**config.mk**
```make
export PLATFORM = sky130hd
export DESIGN_NAME = div_frontend
export DESIGN_NICKNAME = d
export VERILOG_FILES = /design/src/rtl/ariane_pkg.sv /design/src/rtl/div_frontend.sv
export SDC_FILE = /design/constraint.sdc
export NUM_CORES = 1
export LEC_CHECK = 0
export CORE_AREA = 2 2 158 160
export CTS_CLUSTER_DIAMETER = 100
export DETAILED_ROUTE_END_ITERATION = 10
export DIE_AREA = 0 0 160 162
export GPL_ROUTABILITY_DRIVEN = 0
export PLACE_DENSITY = 0.69
export SLEW_MARGIN = 20
export SYNTH_ARGS = -nofsm -noshare
export SYNTH_HDL_FRONTEND = slang
export SYNTH_SLANG_ARGS = --single-unit
export TNS_END_PERCENT = 20
```
**constraint.sdc**
```tcl
create_clock -name clk_i -period 2.25 [get_ports clk_i]
set_clock_uncertainty 0.05 [all_clocks]
set_input_delay 0.675 -clock clk_i [delete_from_list [all_inputs] [get_ports clk_i]]
set_output_delay 0.675 -clock clk_i [all_outputs]
set_load 0.1 [all_outputs]
```
**src/rtl/ariane_pkg.sv**
```systemverilog
// Shared core constants used by the divider front-end.
package ariane_pkg;
    localparam int unsigned TRANS_ID_BITS = 3;
endpackage

```
**src/rtl/div_frontend.sv**
```systemverilog
// Issue/writeback front-end wrapped around a serial divider.
// Optional: DIV_FRONTEND_ZERO_SHORTCUT_EN bypasses the divider on a zero divisor.
module div_frontend #(
    parameter int unsigned WIDTH = 64
) (
    input  logic                                 clk_i,
    input  logic                                 rst_ni,
    input  logic                                 flush_i,
    input  logic                                 req_vld_i,
    output logic                                 req_rdy_o,
    input  logic [ariane_pkg::TRANS_ID_BITS-1:0] id_i,
    input  logic [WIDTH-1:0]                     op_a_i,
    input  logic [WIDTH-1:0]                     op_b_i,
    input  logic [1:0]                           opcode_i,
    input  logic                                 word_i,
    output logic                                 div_vld_o,
    input  logic                                 div_rdy_i,
    output logic [ariane_pkg::TRANS_ID_BITS-1:0] div_id_o,
    output logic [WIDTH-1:0]                     div_op_a_o,
    output logic [WIDTH-1:0]                     div_op_b_o,
    output logic [1:0]                           div_opcode_o,
    output logic                                 div_flush_o,
    input  logic                                 div_out_vld_i,
    output logic                                 div_out_rdy_o,
    input  logic [ariane_pkg::TRANS_ID_BITS-1:0] div_id_i,
    input  logic [WIDTH-1:0]                     div_res_i,
    output logic                                 wb_vld_o,
    input  logic                                 wb_rdy_i,
    output logic [ariane_pkg::TRANS_ID_BITS-1:0] wb_id_o,
    output logic [WIDTH-1:0]                     wb_res_o
);

    localparam int unsigned IW = ariane_pkg::TRANS_ID_BITS;

    typedef enum logic [1:0] {IDLE, ISSUE, WAIT, RESULT} state_e;

    state_e           state;
    logic [WIDTH-1:0] op_a;
    logic [WIDTH-1:0] op_b;
    logic [WIDTH-1:0] res;
    logic [1:0]       opcode;
    logic             word;
    logic [IW-1:0]    id;
    logic             div_rdy_q;
    logic             active;
    logic [WIDTH-1:0] adj_a;
    logic [WIDTH-1:0] adj_b;

    function automatic logic [WIDTH-1:0] ext32(input logic [WIDTH-1:0] v,
                                               input logic sgn);
        return {{(WIDTH-32){sgn & v[31]}}, v[31:0]};
    endfunction

    always_comb begin
        adj_a = word_i ? ext32(op_a_i, opcode_i[0]) : op_a_i;
        adj_b = word_i ? ext32(op_b_i, opcode_i[0]) : op_b_i;
    end

`ifdef DIV_FRONTEND_ZERO_SHORTCUT_EN
    logic [WIDTH-1:0] zero_res;

    // Divide-by-zero results follow the RISC-V rules without the divider.
    always_comb begin
        zero_res = '1;
        if (opcode_i[1]) begin
            zero_res = word_i ? ext32(adj_a, 1'b1) : adj_a;
        end
    end
`endif

    // Handshake outputs are killed by flush and held low through reset.
    assign active        = rst_ni & ~flush_i;
    assign req_rdy_o     = active & (state == IDLE);
    assign div_vld_o     = active & (state == ISSUE) & div_rdy_q;
    assign div_out_rdy_o = active & (state == WAIT);
    assign wb_vld_o      = active & (state == RESULT);
    assign div_flush_o   = flush_i;

    assign div_op_a_o   = op_a;
    assign div_op_b_o   = op_b;
    assign div_opcode_o = opcode;
    assign div_id_o     = id;
    assign wb_res_o     = res;
    assign wb_id_o      = id;

    always_ff @(posedge clk_i) begin
        if (!rst_ni) begin
            state     <= IDLE;
            op_a      <= '0;
            op_b      <= '0;
            res       <= '0;
            opcode    <= '0;
            word      <= 1'b0;
            id        <= '0;
            div_rdy_q <= 1'b0;
        end else begin
            div_rdy_q <= div_rdy_i;
            if (flush_i) begin
                state <= IDLE;
            end else begin
                case (state)
                    IDLE: begin
                        if (req_vld_i) begin
                            op_a   <= adj_a;
                            op_b   <= adj_b;
                            opcode <= opcode_i;
                            word   <= word_i;
                            id     <= id_i;
                            state  <= ISSUE;
`ifdef DIV_FRONTEND_ZERO_SHORTCUT_EN
                            if (adj_b == '0) begin
                                res   <= zero_res;
                                state <= RESULT;
                            end
`endif
                        end
                    end
                    ISSUE: begin
                        if (div_rdy_q) begin
                            state <= WAIT;
                        end
                    end
                    WAIT: begin
                        if (div_out_vld_i) begin
                            res   <= word ? ext32(div_res_i, 1'b1) : div_res_i;
                            state <= RESULT;
                        end
                    end
                    RESULT: begin
                        if (wb_rdy_i) begin
                            state <= IDLE;
                        end
                    end
                    default: state <= IDLE;
                endcase
            end
        end
    end

`ifndef SYNTHESIS
    id_match: assert property (@(posedge clk_i) disable iff (!rst_ni)
        div_out_vld_i && div_out_rdy_o |-> div_id_i == id);
`endif

endmodule

```
## Word level (Yosys, flattened, before mapping)

Cells that the tools add are included.

- Input bits: 208
- Word-level logic and storage cells: 38
- Bits in registers: 201

- Eq/ne operators: 7
- Mux-type cells: 8
- Reduce and logical (&&, ||, !) cells: 5
- Bitwise logic cells: 10

Operators with widths:

| cell | count |
|---|---|
| $mux W64 | 3 |
| $and A1 B1 Y1 | 8 |
| $mux W2 | 4 |
| $ne A2 B2 Y1 const B | 4 |
| $pmux W2 S4 | 1 |
| $reduce_and A3 Y1 | 2 |
| $eq A2 B2 Y1 const B | 2 |
| $reduce_and A4 Y1 | 1 |
| $eq A2 B1 Y1 const B | 1 |
| $logic_not A2 Y1 | 1 |
| $not A1 Y1 | 2 |
| $reduce_or A2 Y1 | 1 |

## Longest topological paths before layout

Gate-level depths: netlist (run 1).

- Word-level depth: 4
- Gate-level depth with buffers: 8
- Gate-level depth less buffers: 5

## Least setup slack after synthesis (run 1)

No wires, ideal clock.

- Kind: in2out
- Start point: input rst_ni
- End point: output div_vld_o
- Setup slack: -0.403 ns
- Data required time: 1.525 ns
- Arrival: 1.928 ns
- Stages on the path: 3
- Path through: buf_4 > nor2b_1 > and3_1

- Cells in the longest elaborated chain, start to end: 3

Ends and longest elaborated chain:

| element | RTL line | source |
|---|---|---|
| from (decl) | div_frontend.sv:7 | `input logic rst_ni,` |
| $and A1 B1 Y1 | div_frontend.sv:72 | `assign active = rst_ni & ~flush_i;` |
| $and A1 B1 Y1 (2 in series) | div_frontend.sv:74 | `assign div_vld_o = active & (state == ISSUE) & div_rdy_q;` |
| to (decl) | div_frontend.sv:16 | `output logic div_vld_o,` |

Every way passes these cells.

## Worst setup path in the final report (run 1)

- Start point: register state[0]
- End point: output wb_vld_o

- Cells in the longest elaborated chain, start to end: 2

Ends and longest elaborated chain:

| element | RTL line | source |
|---|---|---|
| from (decl) | div_frontend.sv:37 | `state_e state;` |
| from (signal assigned) | div_frontend.sv:88 | `state <= IDLE;` |
| from (signal assigned) | div_frontend.sv:99 | `state <= IDLE;` |
| from (signal assigned) | div_frontend.sv:109 | `state <= ISSUE;` |
| $eq A2 B2 Y1 | div_frontend.sv:76 | `assign wb_vld_o = active & (state == RESULT);` |
| $and A1 B1 Y1 | div_frontend.sv:76 |  |
| to (decl) | div_frontend.sv:27 | `output logic wb_vld_o,` |

Every way passes these cells.

==> impl_metrics.ini, run 1 <==
[layout]
nets = 1490
layout_common_cells = nand2_1, clkdlybuf4s50_1, dfxtp_1, buf_4, nand2b_1
antenna_cells = 0
area_delta_synth_final_pct = 59.5
drive_above_1_share_pct = 21.4
fin_area_um2 = 12800
final_common_cell = nand2_1

[power]
p_per_area_nw_per_um2 = 777
ir_drop_mv = 0.469
power_uw = 9940
p_leak_uw = 0.00556

[timing]
finalSetupViolCount = 0
setup_tns_ns = 0
fin_ws_ns = 0.0583
relSlewSlack_pct = 49.5
fmax_mhz = 456
drv_slew = 0
finalHoldViolCount = 0
tightest_slew_ns = 0.758
rsz0062_at_grt = no
whs_ns = 0.401
final.min_clock_period_ns = 2.19
fin_crit_sh_pct = 97.4

[clock_tree]
cts_max_level = 1
numCtsBuffers = 23
ctsRootBufferMaster = clkbuf_16
clk_pin_slew_ns = 0.06
cts_buffer_depth = 3
worstSkewPairLatency_ns = 0.50
hold_buffers = 0
cts.sinks = 201
cts_setup_buffers = 0
cts_tree = built

[critical_path]
cp.required_ns = 1.52
r2r_cells = 7
reg2reg_from = state[0]$_SDFFE_PP0P_
worstPathMaxFanout = 4
cp.arrival_ns = 1.47
path_class = register to output port
crit_path_end_kind = output port
r2r_setup_slack_ns = 0.68
r2r-end = div_op_b_o[52]$_SDFFE_PN0P_
cp-start-kind = register

[yosys]
syn_area_um2 = 8020
avgSynthCellArea_um2 = 8.84
synth_top_area_share_pct = 50.2
ys_top_cells_by_area = dfxtp_1, nand2_1, nand2b_1
syn_nets = 1119
synth_largest_area_cell = dfxtp_1
synth.distinct_cells = 26
yosysWarnings = 0
synth-seq-cells = 201
ys_seq_area_share_pct = 50.2
synthCells = 907

[route]
finalWirelength_um = 26400
vias = 7638
drt-pass1-iter-count = 4
wl_per_cell_um = 16.3
drc_errors = 0
postRouteAntennaNets = 0
drtIter0Drc = 434
vias_per_cell = 4.72

[floorplan]
die-area_um2 = 25900
num_io_pins = 413
core_area_um2 = 24100
die_y_um = 162
num_rows = 57
start_util_pct = 33.3
die_w_um = 160

[run_status]
status = completed

[global_routing]
grt_pass1_vias = 7437
overflow = 0
grt_max_degree = 200
grt_first_pass_wirelength_um = 40600
antenna_found_initial = 0
track_usage_pct = 19.2

[flow_run]
max-cap-violations = 0

[hold_path]
hp-class = register to register
min_to = div_op_a_o[28]$_SDFFE_PN0P_
holdCritStartpoint = div_op_a_o[28]$_SDFFE_PN0P_
whs_path_depth = 2

[placed_design]
place_hpwl_um = 18300
place_area_um2 = 12000
port_buffers = 409
dp_slack_ns = -0.221
==> metrics by stage <==
stage / std cells / util, %
detailed placement: 1577 / 49.8
global placement: 1577 / 49.8
global route: 1617 / 53.1
floorplan: 907 / -
CTS: 1617 / 52.9
finish: 1617 / 53.1
==> timing repair <==
item,in CTS,in global routing
pin swaps,1,0
endpoints found under the setup margin,4,3
gates cloned,0,0
gates resized for setup,6,9
==> final cells by class <==
type	count	area, um2
Fill cell	2311	11300
Clock inverter	6	83.8
Tap cell	324	405
Sequential cell	201	4030
Multi-Input combinational cell	621	3550
Clock buffer	34	667
Timing Repair Buffer	428	4040
Inverter	3	13.8
==> flip-flops by register name, indices dropped and copies added, names as in the netlist <==
signal / count
word: 1
state: 2
div_op_b_o: 64
div_rdy_q: 1
div_id_o: 3
div_op_a_o: 64
wb_res_o: 64
div_opcode_o: 2
==> per-layer routing <==
metal / global-route usage (%) / vias up / routed length [um]
li1: - / 3765 / -
met1: 22.4 / 3527 / 10800
met2: 34.0 / 292 / 12700
met3: 5.23 / 54 / 1990
met4: 6.35 / 0 / 864
met5: 0 / - / 0
==> synthesized netlist by cell type <==
library cell	n
a2111oi_4	1
nand2_1	208
nand3_1	32
buf_6	12
a21boi_1	66
o21ai_0	61
a21boi_0	36
and3b_1	2
a21oi_1	64
nor2b_1	4
nand2b_1	96
a31oi_4	2
buf_1	1
ha_1	4
clkbuf_1	30
buf_2	23
o211a_1	32
o21ai_1	4
buf_4	15
mux2i_1	2
nand3b_1	2
clkbuf_2	1
and3_1	1
inv_1	3
dfxtp_1	201
and2_1	4
==> critical path: stages, from the launching register on <==
cell and delay [ns]:
dfxtp_4 0.36, ha_1 0.24, and2_2 0.20, buf_12 0.16
==> worst max path at each step <==
stage | startpoint | endpoint | depth (start not counted)
after global routing | state[0]$_SDFFE_PP0P_ | div_out_rdy_o | 4
after detailed placement | flush_i | div_vld_o | 4
after floorplan | rst_ni | div_out_rdy_o | 3
final | state[0]$_SDFFE_PP0P_ | wb_vld_o | 3
after global placement | flush_i | div_vld_o | 4
after CTS | state[0]$_SDFFE_PP0P_ | div_out_rdy_o | 4
==> where the power goes <==
part	switching, uW	total (uW)	internal (uW)	leakage, uW
registers	90.6	3810	3720	0.00164
logic	1630	2380	752	0.00355
clock network	1470	3740	2270	0.000371
total	3190	9940	6740	0.00556
==> cells by family after synthesis <==
| logic type | synth area share [%] |
|---|---|
| AO/OA/AOI/OAI | 22.5 |
| adder cells (fa/ha/maj) | 0.624 |
| buffers and inverters | 6.18 |
| flip-flops | 50.2 |
| multiplexers | 0.250 |
| AND/OR/NAND/NOR | 20.3 |
(Power assumes the default switching activity.)
==> run 2, diff against run 1 <==
--- a/config.mk
+++ b/config.mk
@@ -5,8 +5,9 @@
 export SDC_FILE = /design/constraint.sdc
 export NUM_CORES = 1
 export LEC_CHECK = 0
+export ABC_CLOCK_PERIOD_IN_PS = 2250
 export CORE_AREA = 2 2 158 160
-export CTS_CLUSTER_DIAMETER = 100
+export CTS_CLUSTER_DIAMETER = 60
 export DETAILED_ROUTE_END_ITERATION = 10
 export DIE_AREA = 0 0 160 162
 export GPL_ROUTABILITY_DRIVEN = 0
==> run 2 against run 1 <==
Wire length decreased by 0.48%; sequential share of layout area decreased by 0.12 points; register-to-register slack improved by 0.02 ns; largest cell class unchanged; core utilization increased by 0.20 points.
==> impl_metrics.ini, run 2 (same netlist as run 1, synthesis figures left out) <==
[run_status]
status = completed

[clock_tree]
hold_buffers = 0
cts_max_level = 1
worstSkewPairLatency_ns = 0.51
ctsRootBufferMaster = clkbuf_16
clk_pin_slew_ns = 0.05
cts_buffer_depth = 3
cts_tree = built
numCtsBuffers = 25
cts_setup_buffers = 0
cts.sinks = 201

[route]
drt-pass1-iter-count = 5
wl_per_cell_um = 16.2
drc_errors = 0
drtIter0Drc = 384
postRouteAntennaNets = 0
finalWirelength_um = 26300
vias_per_cell = 4.70
vias = 7617

[global_routing]
grt_first_pass_wirelength_um = 40500
grt_max_degree = 200
overflow = 0
antenna_found_initial = 0
track_usage_pct = 19.1
grt_pass1_vias = 7503

[layout]
multi_input_area_um2 = 3550
area_delta_synth_final_pct = 60.1
drive_above_1_share_pct = 21.6
final_common_cell = nand2_1
nets = 1492
regArea_um2 = 4030
final_util_pct = 53.3
fin_area_um2 = 12800
antenna_cells = 0
num-fill-cells = 2312
layout_common_cells = nand2_1, clkdlybuf4s50_1, dfxtp_1, buf_4, nand2b_1

[floorplan]
num_io_pins = 413
start_util_pct = 33.3
die-area_um2 = 25900
num_rows = 57
die_w_um = 160
core_area_um2 = 24100
die_y_um = 162

[critical_path]
crit_path_end_kind = output port
cp.required_ns = 1.52
cp.arrival_ns = 1.47
path_class = input port to output port
worstPathMaxFanout = 5
cp-start-kind = input port

[timing]
final.min_clock_period_ns = 2.19
fmax_mhz = 456
fin_ws_ns = 0.0570
relSlewSlack_pct = 36.4
whs_ns = 0.403
fin_crit_sh_pct = 97.5
rsz0062_at_grt = yes
finalHoldViolCount = 0
finalSetupViolCount = 0
drv_slew = 0
tightest_slew_ns = 0.954

[placed_design]
place_area_um2 = 12000
place_hpwl_um = 18300
dp_slack_ns = -0.221
port_buffers = 409

[power]
pwr-share-comb_pct = 23.7
p_per_area_nw_per_um2 = 784
clockPowerShare_pct = 38.4
p_switching_uw = 3260
p_leak_uw = 0.00557
swShare_pct = 32.3
ir_drop_mv = 0.481
internal-power_uw = 6810
p_seq_share_pct = 37.9

[flow_run]
max-cap-violations = 0

[hold_path]
hp-class = register to register
[run 2: cell count changes in the layout (fill, tap and decap cells not counted), moves of 2 or more]
cell / delta
clkinvlp_4: +2
clkbuf_1: +2
clkbuf_16: +2
inv_6: +2
[run 2: layout make-up]
| cell class | count | share of cell area, % |
|---|---|---|
| clock buffer | 38 | 5.64 |
| clock inverter | 7 | 0.565 |
| inverter | 3 | 0.107 |
| multi-input combinational | 621 | 27.7 |
| sequential | 201 | 31.4 |
| tap | 324 | 3.16 |
| timing repair buffer | 428 | 31.5 |
[run 2: worst paths after layout]
path / to / slack (ns) / startpoint / cells after the start
setup / recovery: div_vld_o / 0.06 / flush_i / 4
hold / removal: div_op_b_o[20]$_SDFFE_PN0P_ / 0.40 / div_op_b_o[20]$_SDFFE_PN0P_ / 2
setup reg to reg: div_op_b_o[52]$_SDFFE_PN0P_ / 0.70 / state[0]$_SDFFE_PP0P_ / 7
hold reg to reg: div_op_b_o[20]$_SDFFE_PN0P_ / 0.40 / div_op_b_o[20]$_SDFFE_PN0P_ / 2
[run 2: power groups by stage]
stage                     clock (uW)  combinational [uW]  sequential, uW
after floorplan                    0                 475            5010
after global placement             0                2380            3880
after detailed placement           0                2390            3890
after CTS                       3970                2390            3810
after global routing            4130                2490            3830
final                           3870                2380            3810
[run 2: routing by layer]
| layer | GRT usage, % | vias to the layer above | share of wire [%] |
|---|---|---|---|
| li1 | - | 3764 | - |
| met1 | 22.2 | 3506 | 41 |
| met2 | 33.9 | 287 | 48 |
| met3 | 5.29 | 60 | 7.5 |
| met4 | 6.84 | 0 | 3.4 |
| met5 | 0 | - | 0 |
[run 2: what timing repair did]
action                                  in CTS  in global routing
hold endpoints to repair                     0                  0
endpoints found under the setup margin       4                  3
cloned                                       0                  0
pin swaps                                    2                  0
resized for setup                            6                 10
[run 2: critical path, cell delays in order]
cell and delay [ns]:
dlygate4sd2_1 0.27, nor2b_4 0.15, and3_4 0.20, buf_12 0.17
[run 2: through the flow]
stage / total power [uW] / setup TNS, ns / instances
finish: 10100 / 0 / 1622
global route: 10400 / -0.00444 / 1622
CTS: 10200 / -0.000359 / 1622
detailed placement: 6280 / -2.46 / 1577
global placement: 6260 / -2.26 / 1577
floorplan: 5480 / -0.322 / 907
